File: config.mk
export PLATFORM = sky130hd
export DESIGN_NAME = cpu_sequencer
export DESIGN_NICKNAME = d
export VERILOG_FILES = /design/src/rtl/cpu_sequencer.sv
export SDC_FILE = /design/constraint.sdc
export NUM_CORES = 1
export LEC_CHECK = 0
export BUFFER_PORTS_ARGS = -buffer_cell sky130_fd_sc_hd__buf_2
export CAP_MARGIN = 30
export CORE_ASPECT_RATIO = 0.8
export CORE_MARGIN = 4
export CORE_UTILIZATION = 50
export DETAILED_ROUTE_END_ITERATION = 16
export GPL_TIMING_DRIVEN = 0
export PLACE_DENSITY = 0.76
export REMOVE_ABC_BUFFERS = 1
export SYNTH_ARGS = -nofsm -noshare
export SYNTH_HDL_FRONTEND = slang
export SYNTH_SLANG_ARGS = --single-unit
File: constraint.sdc
create_clock -name clk -period 3.2 [get_ports clk]
set_input_delay 0.64 -clock clk [delete_from_list [all_inputs] [get_ports clk]]
set_output_delay 0.64 -clock clk [all_outputs]
set_load 0.01 [all_outputs]
File: src/rtl/cpu_sequencer.sv
// cpu_sequencer: multi-cycle FETCH/EXEC/MEM/WB control FSM for the MIPS core.
// Owns the handshake on the shared instruction/data memory port and gates the
// decoder's commit strobes so that every instruction retires exactly once.
// It stops in HALT on a jump to address zero or when a bus access times out.
module cpu_sequencer #(
    parameter int MAX_WAIT = 255,
    parameter int CNT_W    = 32
) (
    input  logic             clk,
    input  logic             reset,
    input  logic             clk_enable,
    input  logic             waitrequest,
    input  logic             dec_data_read,
    input  logic             dec_data_write,
    input  logic             dec_reg_write,
    input  logic [3:0]       dec_byte_enable,
    input  logic             pc_next_zero,
    output logic             mem_read,
    output logic             mem_write,
    output logic [3:0]       mem_byteenable,
    output logic             addr_sel,
    output logic             ir_load,
    output logic             mdr_load,
    output logic             reg_write_enable,
    output logic             pc_write,
    output logic             active,
    output logic             bus_error,
    output logic [2:0]       state,
    output logic [CNT_W-1:0] instr_count
);

    typedef enum logic [2:0] {
        FETCH = 3'd0,
        EXEC  = 3'd1,
        MEM   = 3'd2,
        WB    = 3'd3,
        HALT  = 3'd4
    } state_t;

    // Watchdog counter only needs to reach MAX_WAIT-1; a zero MAX_WAIT disables it.
    localparam bit WATCHDOG_ON  = (MAX_WAIT > 0);
    localparam int WAIT_W       = (MAX_WAIT < 2) ? 1 : $clog2(MAX_WAIT + 1);
    localparam int LAST_WAIT_I  = (MAX_WAIT > 0) ? (MAX_WAIT - 1) : 0;
    localparam logic [WAIT_W-1:0] LAST_WAIT = WAIT_W'(LAST_WAIT_I);

    state_t            state_q;
    state_t            next_state;
    logic [WAIT_W-1:0] wait_cnt;

    logic       rd_c;
    logic       wr_c;
    logic [3:0] be_c;
    logic       addr_c;
    logic       ir_c;
    logic       mdr_c;
    logic       commit;
    logic       stall;
    logic       timeout;
    logic       is_load;
    logic       is_store;
    state_t     after_commit;

    // A load takes precedence if the decoder ever flags both, so read and write never overlap.
    assign is_load      = dec_data_read;
    assign is_store     = dec_data_write & ~dec_data_read;
    assign after_commit = pc_next_zero ? HALT : FETCH;

    // Decode the current state into bus requests, load/commit intents and the next state.
    always_comb begin
        next_state = state_q;
        rd_c       = 1'b0;
        wr_c       = 1'b0;
        be_c       = 4'b0000;
        addr_c     = 1'b0;
        ir_c       = 1'b0;
        mdr_c      = 1'b0;
        commit     = 1'b0;
        stall      = 1'b0;
        timeout    = 1'b0;
        case (state_q)
            FETCH: begin
                rd_c  = 1'b1;
                be_c  = 4'b1111;
                stall = waitrequest;
                if (!waitrequest) begin
                    ir_c       = 1'b1;
                    next_state = EXEC;
                end
            end
            EXEC: begin
                if (is_load || is_store) begin
                    next_state = MEM;
                end else begin
                    commit     = 1'b1;
                    next_state = after_commit;
                end
            end
            MEM: begin
                addr_c = 1'b1;
                rd_c   = is_load;
                wr_c   = is_store;
                be_c   = dec_byte_enable;
                stall  = waitrequest;
                if (!waitrequest) begin
                    if (is_load) begin
                        mdr_c      = 1'b1;
                        next_state = WB;
                    end else begin
                        commit     = 1'b1;
                        next_state = after_commit;
                    end
                end
            end
            WB: begin
                commit     = 1'b1;
                next_state = after_commit;
            end
            HALT: begin
                next_state = HALT;
            end
            default: begin
                next_state = FETCH;
            end
        endcase
        timeout = WATCHDOG_ON && stall && (wait_cnt == LAST_WAIT);
        if (timeout) begin
            next_state = HALT;
        end
    end

    // Bus request follows the state even when frozen; loads and commits need clk_enable, and reset kills everything.
    assign mem_read         = rd_c & ~reset;
    assign mem_write        = wr_c & ~reset;
    assign mem_byteenable   = reset ? 4'b0000 : be_c;
    assign addr_sel         = addr_c & ~reset;
    assign ir_load          = ir_c & clk_enable & ~reset;
    assign mdr_load         = mdr_c & clk_enable & ~reset;
    assign pc_write         = commit & clk_enable & ~reset;
    assign reg_write_enable = commit & dec_reg_write & clk_enable & ~reset;
    assign state            = state_q;

    // Sequencer state, retire counter, watchdog and sticky status flags; everything holds while clk_enable is low.
    always_ff @(posedge clk or posedge reset) begin
        if (reset) begin
            state_q     <= FETCH;
            active      <= 1'b1;
            bus_error   <= 1'b0;
            instr_count <= '0;
            wait_cnt    <= '0;
        end else if (clk_enable) begin
            state_q <= next_state;
            if (commit) begin
                instr_count <= instr_count + CNT_W'(1);
            end
            if (timeout) begin
                bus_error <= 1'b1;
            end
            if (next_state == HALT) begin
                active <= 1'b0;
            end
            if (WATCHDOG_ON && stall && !timeout) begin
                wait_cnt <= wait_cnt + WAIT_W'(1);
            end else begin
                wait_cnt <= '0;
            end
        end
    end

endmodule

==> impl_metrics.env, run 1 <==
export IMPL_r2r_slack_ns=1.01
export IMPL_worst_ep_arrival_time_ns=1.92
export IMPL_p_leak_nw=1.34
export IMPL_vias=1720
export IMPL_status="finished, final reports clean"
export IMPL_post_route_util_pct=62.3
export IMPL_fill_cells=357
export IMPL_yosys_area_top_type="dfrtp_1"
export IMPL_detail_route_wl_per_cell_um=13.4
export IMPL_syn_inst=210
export IMPL_yosys_top_cells_area="dfrtp_1 (49%), xnor2_1 (11%), nand2_1 (3.3%), nand4_1 (3.3%), nand3_1 (3.1%)"
export IMPL_fin_crit_sh_pct=79.9
export IMPL_rsz0062_at_grt="no"
export IMPL_setup_viol=0
export IMPL_ant_nets=0
export IMPL_required_ns=2.56
export IMPL_synth_commonest_cells="dfrtp_1 (44), xnor2_1 (28), nand2_1 (20)"
export IMPL_port_buffers=59
export IMPL_period_needed_ns=2.56
export IMPL_crit_start="state[1]$_DFFE_PP0P_"
export IMPL_maxSlewViolCount=0
export IMPL_start_util_pct=52.9
export IMPL_worstPathMaxFanout=7
export IMPL_die_height_um=68.2
export IMPL_core_sq_um=4280
export IMPL_cts_buffers=5
export IMPL_relSlewSlack_pct=50.3
export IMPL_cts_tree="done"
export IMPL_ys_warn_count=0
export IMPL_worst_slack_ns=0.644
export IMPL_fmax_ghz=0.391
export IMPL_ys_seq_elements=45
export IMPL_r2r_start="state[2]$_DFFE_PP0P_"
export IMPL_dr_pass1_iters=5
export IMPL_layout_drive_gt1_share_pct=30.0
export IMPL_drt_initial_drc_count=78
export IMPL_fin_nets=287
export IMPL_grt_pass1_wl_mm=7.56
export IMPL_clock_latency_ns=0.30
export IMPL_wirelength_mm=4.41
export IMPL_clkSinkCount=45
export IMPL_yosysSeqAreaShare_pct=49.8
export IMPL_fin_skew_ns=0.0115
export IMPL_vias_per_cell=5.21
export IMPL_tns_ns=0
export IMPL_grt_use_total_pct=16.8
export IMPL_start_kind="flip-flop"
export IMPL_drc_errors=0
export IMPL_regToRegEndpoint="instr_count[23]$_DFFE_PP0P_"
export IMPL_clock_path_buffers=2
export IMPL_cap_viol_max_count=0
export IMPL_hold_viol_final=0
export IMPL_yosysTopAreaCellShare_pct=48.6
export IMPL_grt_max_degree=35
export IMPL_top_level_ports=60
export IMPL_grt_pass1_vias=1619
export IMPL_postCtsResizedCells=0
export IMPL_ctsRootBufferMaster="clkbuf_8"
export IMPL_die_area_sq_um=5680
export IMPL_worst_r2r_cell_count=5
export IMPL_grt_ovfl_total=0
export IMPL_criticalPathCategory="flip-flop to primary output"
export IMPL_diodes=0
export IMPL_fp_row_count=21
export IMPL_design_area_sq_um=2670
export IMPL_powerDensity_nw_per_um2=526
export IMPL_synth_cell_types=44
export IMPL_cp_endpoint="reg_write_enable"
export IMPL_synth_most_common_cell="dfrtp_1"
export IMPL_async_flop_share_pct=100
export IMPL_hp_class="input port to asynchronous set/reset pin"
export IMPL_pre_cts_slack_ns=0.600
export IMPL_synthFlopType="dfrtp_1"
export IMPL_synth_edf_count=0
export IMPL_clkTransAtPathRegs_ns=0.08
export IMPL_area_delta_synth_final_pct=17.9
export IMPL_cts_setup_buffers=0
export IMPL_htree_levels=2
export IMPL_worstMarginPinSlew_ns=0.741
export IMPL_end_kind="primary output"
export IMPL_antenna_found_initial=0
export IMPL_syn_area_per_cell_sq_um=10.8
export IMPL_holdWs_ns=0.314
export IMPL_placed_area_sq_um=2590
export IMPL_place_congestion=0.744
export IMPL_hpwl_mm=3.28
export IMPL_synth_area_sq_um=2260
export IMPL_die_w_um=83.2
export IMPL_hold_buffers=0
export IMPL_peakVddDrop_uv=257
## area by class of cell
type / count / area, sq um / area share, %
multi-input combinational: 153 / 1050 / 39.2
sequential: 45 / 1130 / 42.2
timing repair buffer: 60 / 315 / 11.8
inverter: 7 / 26.3 / 0.984
tap: 57 / 71.3 / 2.67
clock buffer: 7 / 76.3 / 2.86
clock inverter: 1 / 7.51 / 0.281
## worst min path at each step
stage                                       start                          to  slack [ns]  cells past startpoint
final                                       reset  instr_count[5]$_DFFE_PP0P_        0.31                      2
after global routing                        reset  instr_count[5]$_DFFE_PP0P_        0.34                      2
after floorplan           wait_cnt[6]$_DFFE_PP0P_     wait_cnt[6]$_DFFE_PP0P_        0.46                      1
after detailed placement    bus_error$_DFFE_PP0P_       bus_error$_DFFE_PP0P_        0.45                      1
after global placement      bus_error$_DFFE_PP0P_       bus_error$_DFFE_PP0P_        0.44                      1
after CTS                                   reset  instr_count[5]$_DFFE_PP0P_        0.32                      2
## kinds of logic (layout without fill, tap and decap cells)
kind of cell | Yosys count | after routing | synth area share (%)
buffers and inverters | 12 | 75 | 4.03
multiplexers | 5 | 5 | 2.43
adder cells (fa/ha/maj) | 3 | 3 | 1.66
AO/OA/AOI/OAI | 24 | 24 | 7.13
AND/OR/NAND/NOR | 87 | 87 | 21.8
flip-flops | 45 | 45 | 49.8
XOR/XNOR | 34 | 34 | 13.1
## power by group
group	switching [mW]	internal, mW	total (mW)
clock network	0.186	0.155	0.340
logic	0.204	0.170	0.374
registers	0.0744	0.616	0.690
total	0.464	0.940	1.40
## cell usage in the layout (no fill, tap or decap), drive strengths merged, types with 3 or more instances in the layout
cell    Yosys  layout
and3        4       4
nor3        8       8
xnor2      28      28
and2        3       3
dfrtp      44      44
xor2        6       6
nand2      20      20
nor2       13      13
nand4      12      12
buf         1      60
nand3      14      14
ha          3       3
mux2        4       4
clkbuf      3       7
o21a        4       4
o21ai       6       6
and4        3       3
a21oi       5       5
inv         7       7
## through the flow
stage	std cells	total power [mW]
after floorplan	205	0.936
after global placement	321	1.07
after detailed placement	322	1.08
after CTS	330	1.41
after global routing	330	1.48
final	330	1.40
## worst max-delay path, stage by stage (launching register included)
cell      delay (ns)
dfrtp_1         0.44
o21bai_1        0.20
a22oi_2         0.41
nor2_1          0.21
and3_1          0.22
buf_2           0.13
## state kept, by name (all words and copies together) (netlist names)
signal	flops
active	1
state	3
wait_cnt	8
bus_error	1
instr_count	32
## per-layer routing
metal  share of wire (%)  track usage (%)  up-vias
li1                    -                -      855
met1                  49             22.0      820
met2                  44             26.7       40
met3                 5.8             5.17        5
met4                 1.1             6.12        0
met5                   0                0        -
(Power assumes the default switching activity.)
==> inputs of run 2 (changes only) <==
CORE_UTILIZATION = 47   (was 50)
PLACE_DENSITY = 0.75   (was 0.76)
clock period = 2.25 ns   (was 3.2 ns; I/O delays follow)
==> run 2 against run 1 <==
- global-route usage down 0.52 points
- design area increased by 2.2%
- total power up 54%
- utilization fell by 3.3 points
- worst setup slack got worse by 0.57 ns
- register-to-register slack worse by 0.78 ns
- clock power up 87%
- clock-buffer cell count down 1
- flip-flop and latch count is the same
- routed wire length rose by 3.9%
- sequential share of layout area decreased by 0.88 points
- sequential power is 41% higher
==> impl_metrics.env, run 2 (synthesis results as in run 1) <==
export IMPL_status="finished, final reports clean"
export IMPL_die_w_um=85.6
export IMPL_htree_levels=2
export IMPL_detail_route_wl_per_cell_um=13.7
export IMPL_peakVddDrop_uv=398
export IMPL_hpwl_mm=3.48
export IMPL_period_needed_ns=2.17
export IMPL_p_leak_nw=1.37
export IMPL_area_delta_synth_final_pct=20.6
export IMPL_layout_drive_gt1_share_pct=31.8
export IMPL_maxSlewViolCount=0
export IMPL_port_buffers=59
export IMPL_layout_common_cells="buf_2 (59), dfrtp_1 (43), xnor2_1 (28)"
export IMPL_final_common_cell="buf_2"
export IMPL_criticalPathCategory="flip-flop to primary output"
export IMPL_dr_pass1_iters=4
export IMPL_comb_power_share_pct=25.7
export IMPL_die_height_um=70.1
export IMPL_r2r_slack_ns=0.23
export IMPL_fin_nets=288
export IMPL_cpMaxStageDelayCell="dfrtp_2"
export IMPL_wirelength_mm=4.58
export IMPL_top_level_ports=60
export IMPL_clock_path_buffers=2
export IMPL_start_kind="flip-flop"
export IMPL_largest_reg_flops=32
export IMPL_ctsRootBufferMaster="clkbuf_8"
export IMPL_relSlewSlack_pct=58.4
export IMPL_r2r_start="state[2]$_DFFE_PP0P_"
export IMPL_fmax_ghz=0.460
export IMPL_fin_skew_ns=0.00417
export IMPL_setup_viol=0
export IMPL_critical_path_max_stage_delay_ns=0.44
export IMPL_worst_r2r_cell_count=5
export IMPL_regMostFlops="instr_count"
export IMPL_core_sq_um=4620
export IMPL_p_sw_mw=0.677
export IMPL_ant_nets=0
export IMPL_grt_ovfl_total=0
export IMPL_clkTransAtPathRegs_ns=0.08
export IMPL_cts_tree="done"
export IMPL_hold_viol_final=0
export IMPL_worstPathMaxFanout=7
export IMPL_clkSinkCount=45
export IMPL_antenna_found_initial=0
export IMPL_start_util_pct=49.0
export IMPL_regToRegEndpoint="instr_count[23]$_DFFE_PP0P_"
export IMPL_p_sw_share_pct=31.3
export IMPL_grt_use_total_pct=16.2
export IMPL_grt_pass1_wl_mm=7.82
export IMPL_hold_buffers=0
export IMPL_pre_cts_slack_ns=-0.182
export IMPL_crit_chain="o21bai_1 -> a22oi_2 -> nor2_2 -> and3_1 -> buf_2"
export IMPL_grt_pass1_vias=1661
export IMPL_hp_class="input port to asynchronous set/reset pin"
export IMPL_die_area_sq_um=6000
export IMPL_seqPwrFrac_pct=45.0
export IMPL_drc_errors=0
export IMPL_finish_cell_count_without_fillers=334
export IMPL_cts_buffers=5
export IMPL_power_mw=2.17
export IMPL_cap_viol_max_count=0
export IMPL_end_kind="primary output"
export IMPL_worst_slack_ns=0.0756
export IMPL_grt_max_degree=27
export IMPL_worst_ep_arrival_time_ns=1.72
export IMPL_intPower_mw=1.49
export IMPL_powerDensity_nw_per_um2=794
export IMPL_place_congestion=0.801
export IMPL_clock_latency_ns=0.30
export IMPL_fp_row_count=22
export IMPL_vias_per_cell=5.21
export IMPL_diodes=0
export IMPL_fin_crit_sh_pct=96.6
export IMPL_worstMarginPinSlew_ns=0.621
export IMPL_rsz0062_at_grt="yes"
export IMPL_clkPwrFrac_pct=29.3
export IMPL_vias=1739
export IMPL_dp_cells=325
export IMPL_required_ns=1.80
export IMPL_drt_initial_drc_count=54
-- run 2: cell count changes in the layout (fill, tap and decap cells not counted), sizes merged --
cell / before / now
bufinv: 0 / 1
clkbuf: 7 / 6
buf: 60 / 61
-- run 2: metal layers --
metal | up-vias | GRT usage, % | part of all wire (%)
li1 | 864 | - | -
met1 | 834 | 21.7 | 47
met2 | 34 | 25.1 | 47
met3 | 7 | 4.60 | 4.4
met4 | 0 | 5.98 | 1.7
met5 | - | 0 | 0
-- run 2: worst max path at each step --
stage | start | to | slack [ns] | cells past startpoint
2_1_floorplan | reset | mdr_load | -0.28 | 4
3_3_place_gp | reset | mdr_load | -0.79 | 6
5_1_grt | state[1]$_DFFE_PP0P_ | reg_write_enable | -0.04 | 5
6_report | state[1]$_DFFE_PP0P_ | reg_write_enable | 0.08 | 5
4_1_cts | state[2]$_DFFE_PP0P_ | instr_count[23]$_DFFE_PP0P_ | 0.02 | 5
3_5_place_dp | clk_enable | instr_count[23]$_DFFE_PP0P_ | -0.18 | 6
-- run 2: worst max-delay path: cells and delay by family, from the launching register on --
family	cells	cell delay, ns
flip-flops	1	0.44
AO/OA/AOI/OAI	2	0.52
buffers and inverters	1	0.13
AND/OR/NAND/NOR	2	0.33
-- run 2: power by group through the flow --
stage	combinational, mW	sequential, mW	clock, mW
after global placement	0.530	0.987	0
after detailed placement	0.545	0.992	0
after floorplan	0.333	0.998	0
after CTS	0.559	0.976	0.654
final	0.556	0.976	0.635
after global routing	0.621	0.993	0.686
-- run 2: cell type report --
type	count	area, sq um
fillers	410	1890
flip-flops and latches	45	1130
multi-input cells	153	1050
repair buffers	61	323
clock buffers	6	82.6
well taps	60	75.1
clock inverters	2	37.5
inverters	7	28.8
-- run 2: stage by stage --
stage	utilization (%)	instance area [sq um]	setup TNS, ns	hold WS, ns
CTS	58.8	2720	0	0.196
global placement	55.6	2570	-3.80	0.436
floorplan	-	2200	-0.286	0.456
finish	59.0	2730	0	0.127
detailed placement	56.0	2590	-1.46	0.444
global route	59.0	2730	-0.0362	0.138
-- run 2: repair_timing --
action,4_1_cts,5_1_grt
gates cloned,0,0
endpoints found under the setup margin,2,13
resized for setup,0,5
setup buffers,1,0
pin swaps,1,1
==> inputs of run 3 (changes only) <==
RECOVER_POWER = 50   (was not set)
==> run 3 against run 2 <==
- combinational power about the same
- die area did not move
- first-iteration DRC count grew 5.6%
- via count is 0.40% higher
- clock-buffer cell count did not move
- largest power group unchanged
==> impl_metrics.env, run 3 (synthesis results as in run 1) <==
export IMPL_grt_pass1_vias=1661
export IMPL_holdWs_ns=0.163
export IMPL_drt_initial_drc_count=57
export IMPL_power_mw=2.17
export IMPL_dr_pass1_iters=5
export IMPL_end_kind="primary output"
export IMPL_ctsRootBufferMaster="clkbuf_8"
export IMPL_wirelength_mm=4.61
export IMPL_core_sq_um=4620
export IMPL_largest_reg_flops=32
export IMPL_start_util_pct=49.0
export IMPL_vias_per_cell=5.23
export IMPL_place_congestion=0.801
export IMPL_clkTransAtPathRegs_ns=0.08
export IMPL_diodes=0
export IMPL_fp_row_count=22
export IMPL_setup_viol=0
export IMPL_grt_use_total_pct=16.2
export IMPL_start_kind="flip-flop"
export IMPL_worstPathMaxFanout=7
export IMPL_hp_class="input port to asynchronous set/reset pin"
export IMPL_fill_cells=418
export IMPL_period_needed_ns=2.18
export IMPL_die_w_um=85.6
export IMPL_maxSlewViolCount=0
export IMPL_layout_drive_gt1_share_pct=23.4
export IMPL_worstMarginPinSlew_ns=0.631
export IMPL_p_leak_nw=1.27
export IMPL_drc_errors=0
export IMPL_cts_buffers=5
export IMPL_powerDensity_nw_per_um2=802
export IMPL_htree_levels=2
export IMPL_detail_route_wl_per_cell_um=13.8
export IMPL_grt_pass1_wl_mm=7.82
export IMPL_rsz0062_at_grt="yes"
export IMPL_die_height_um=70.1
export IMPL_die_area_sq_um=6000
export IMPL_hpwl_mm=3.48
export IMPL_final_common_cell="dfrtp_1"
export IMPL_area_delta_synth_final_pct=19.3
export IMPL_fin_skew_ns=0.00395
export IMPL_peakVddDrop_uv=399
export IMPL_cts_tree="done"
export IMPL_ant_nets=0
export IMPL_worst_slack_ns=0.0737
export IMPL_antenna_found_initial=0
export IMPL_pre_cts_slack_ns=-0.182
export IMPL_worst_ep_arrival_time_ns=1.73
export IMPL_clkSinkCount=45
export IMPL_vias=1746
export IMPL_required_ns=1.80
export IMPL_grt_max_degree=27
export IMPL_relSlewSlack_pct=57.7
export IMPL_clock_path_buffers=2
export IMPL_grt_ovfl_total=0
export IMPL_status="finished, final reports clean"
export IMPL_clock_latency_ns=0.30
export IMPL_criticalPathCategory="flip-flop to primary output"
export IMPL_layout_common_cells="dfrtp_1 (43), buf_2 (36), xnor2_1 (28)"
export IMPL_port_buffers=59
export IMPL_cap_viol_max_count=0
export IMPL_hold_viol_final=0
export IMPL_top_level_ports=60
export IMPL_fin_crit_sh_pct=96.7
export IMPL_regMostFlops="instr_count"
export IMPL_post_route_util_pct=58.4
export IMPL_fmax_ghz=0.459
export IMPL_fin_nets=288
-- run 3: changes by cell type in the layout (fill, tap and decap cells not counted), sizes merged --
cell	delta
buf	-23
clkbuf	+23
-- run 3: layout make-up --
cell class,instances,area [sq um],area share [%]
sequential,45,1130,41.8
inverter,7,28.8,1.07
clock inverter,2,37.5,1.39
tap,60,75.1,2.78
multi-input combinational,153,1050,39.0
timing repair buffer,61,294,10.9
clock buffer,6,82.6,3.06
-- run 3: worst max-delay path, stage by stage, from the launching register on --
cell	delay (ns)
dfrtp_2	0.45
o21bai_1	0.19
a22oi_2	0.33
nor2_2	0.14
and3_1	0.19
buf_2	0.13
-- run 3: through the flow --
| step | TNS (ns) | instances | instance area (sq um) |
|---|---|---|---|
| 6_report | 0 | 334 | 2700 |
| 5_1_grt | -0.0522 | 334 | 2700 |
| 4_1_cts | 0 | 334 | 2720 |
| 3_5_place_dp | -1.46 | 325 | 2590 |
| 3_3_place_gp | -3.80 | 324 | 2570 |
| 2_1_floorplan | -0.286 | 205 | 2200 |
-- run 3: final timing paths --
check	startpoint	endpoint	slack, ns	cells past startpoint
min	reset	instr_count[10]$_DFFE_PP0P_	0.16	2
min reg2reg	bus_error$_DFFE_PP0P_	bus_error$_DFFE_PP0P_	0.46	1
max in group asynchronous	reset	wait_cnt[3]$_DFFE_PP0P_	1.67	3
max reg2reg	state[2]$_DFFE_PP0P_	instr_count[23]$_DFFE_PP0P_	0.23	5
max	state[1]$_DFFE_PP0P_	reg_write_enable	0.07	5
min in group clk	bus_error$_DFFE_PP0P_	bus_error$_DFFE_PP0P_	0.46	1
-- run 3: what timing repair did --
item | 4_1_cts | 5_1_grt
cloned | 0 | 0
setup buffers | 1 | 0
endpoints found under the setup margin | 2 | 13
pin swaps | 1 | 1
hold buffers | 0 | 0
resized for setup | 0 | 5
-- run 3: power breakdown --
part           internal [mW]  switching (mW)
logic                  0.250           0.305
registers              0.878          0.0994
clock network          0.361           0.274
-- run 3: routing by layer --
layer  vias to the layer above  part of all wire [%]  global-route usage [%]
met5                         -                     0                       0
met4                         0                   1.6                    5.98
met3                         7                   4.5                    4.60
met2                        36                    47                    25.1
met1                       839                    47                    21.7
li1                        864                     -                       -
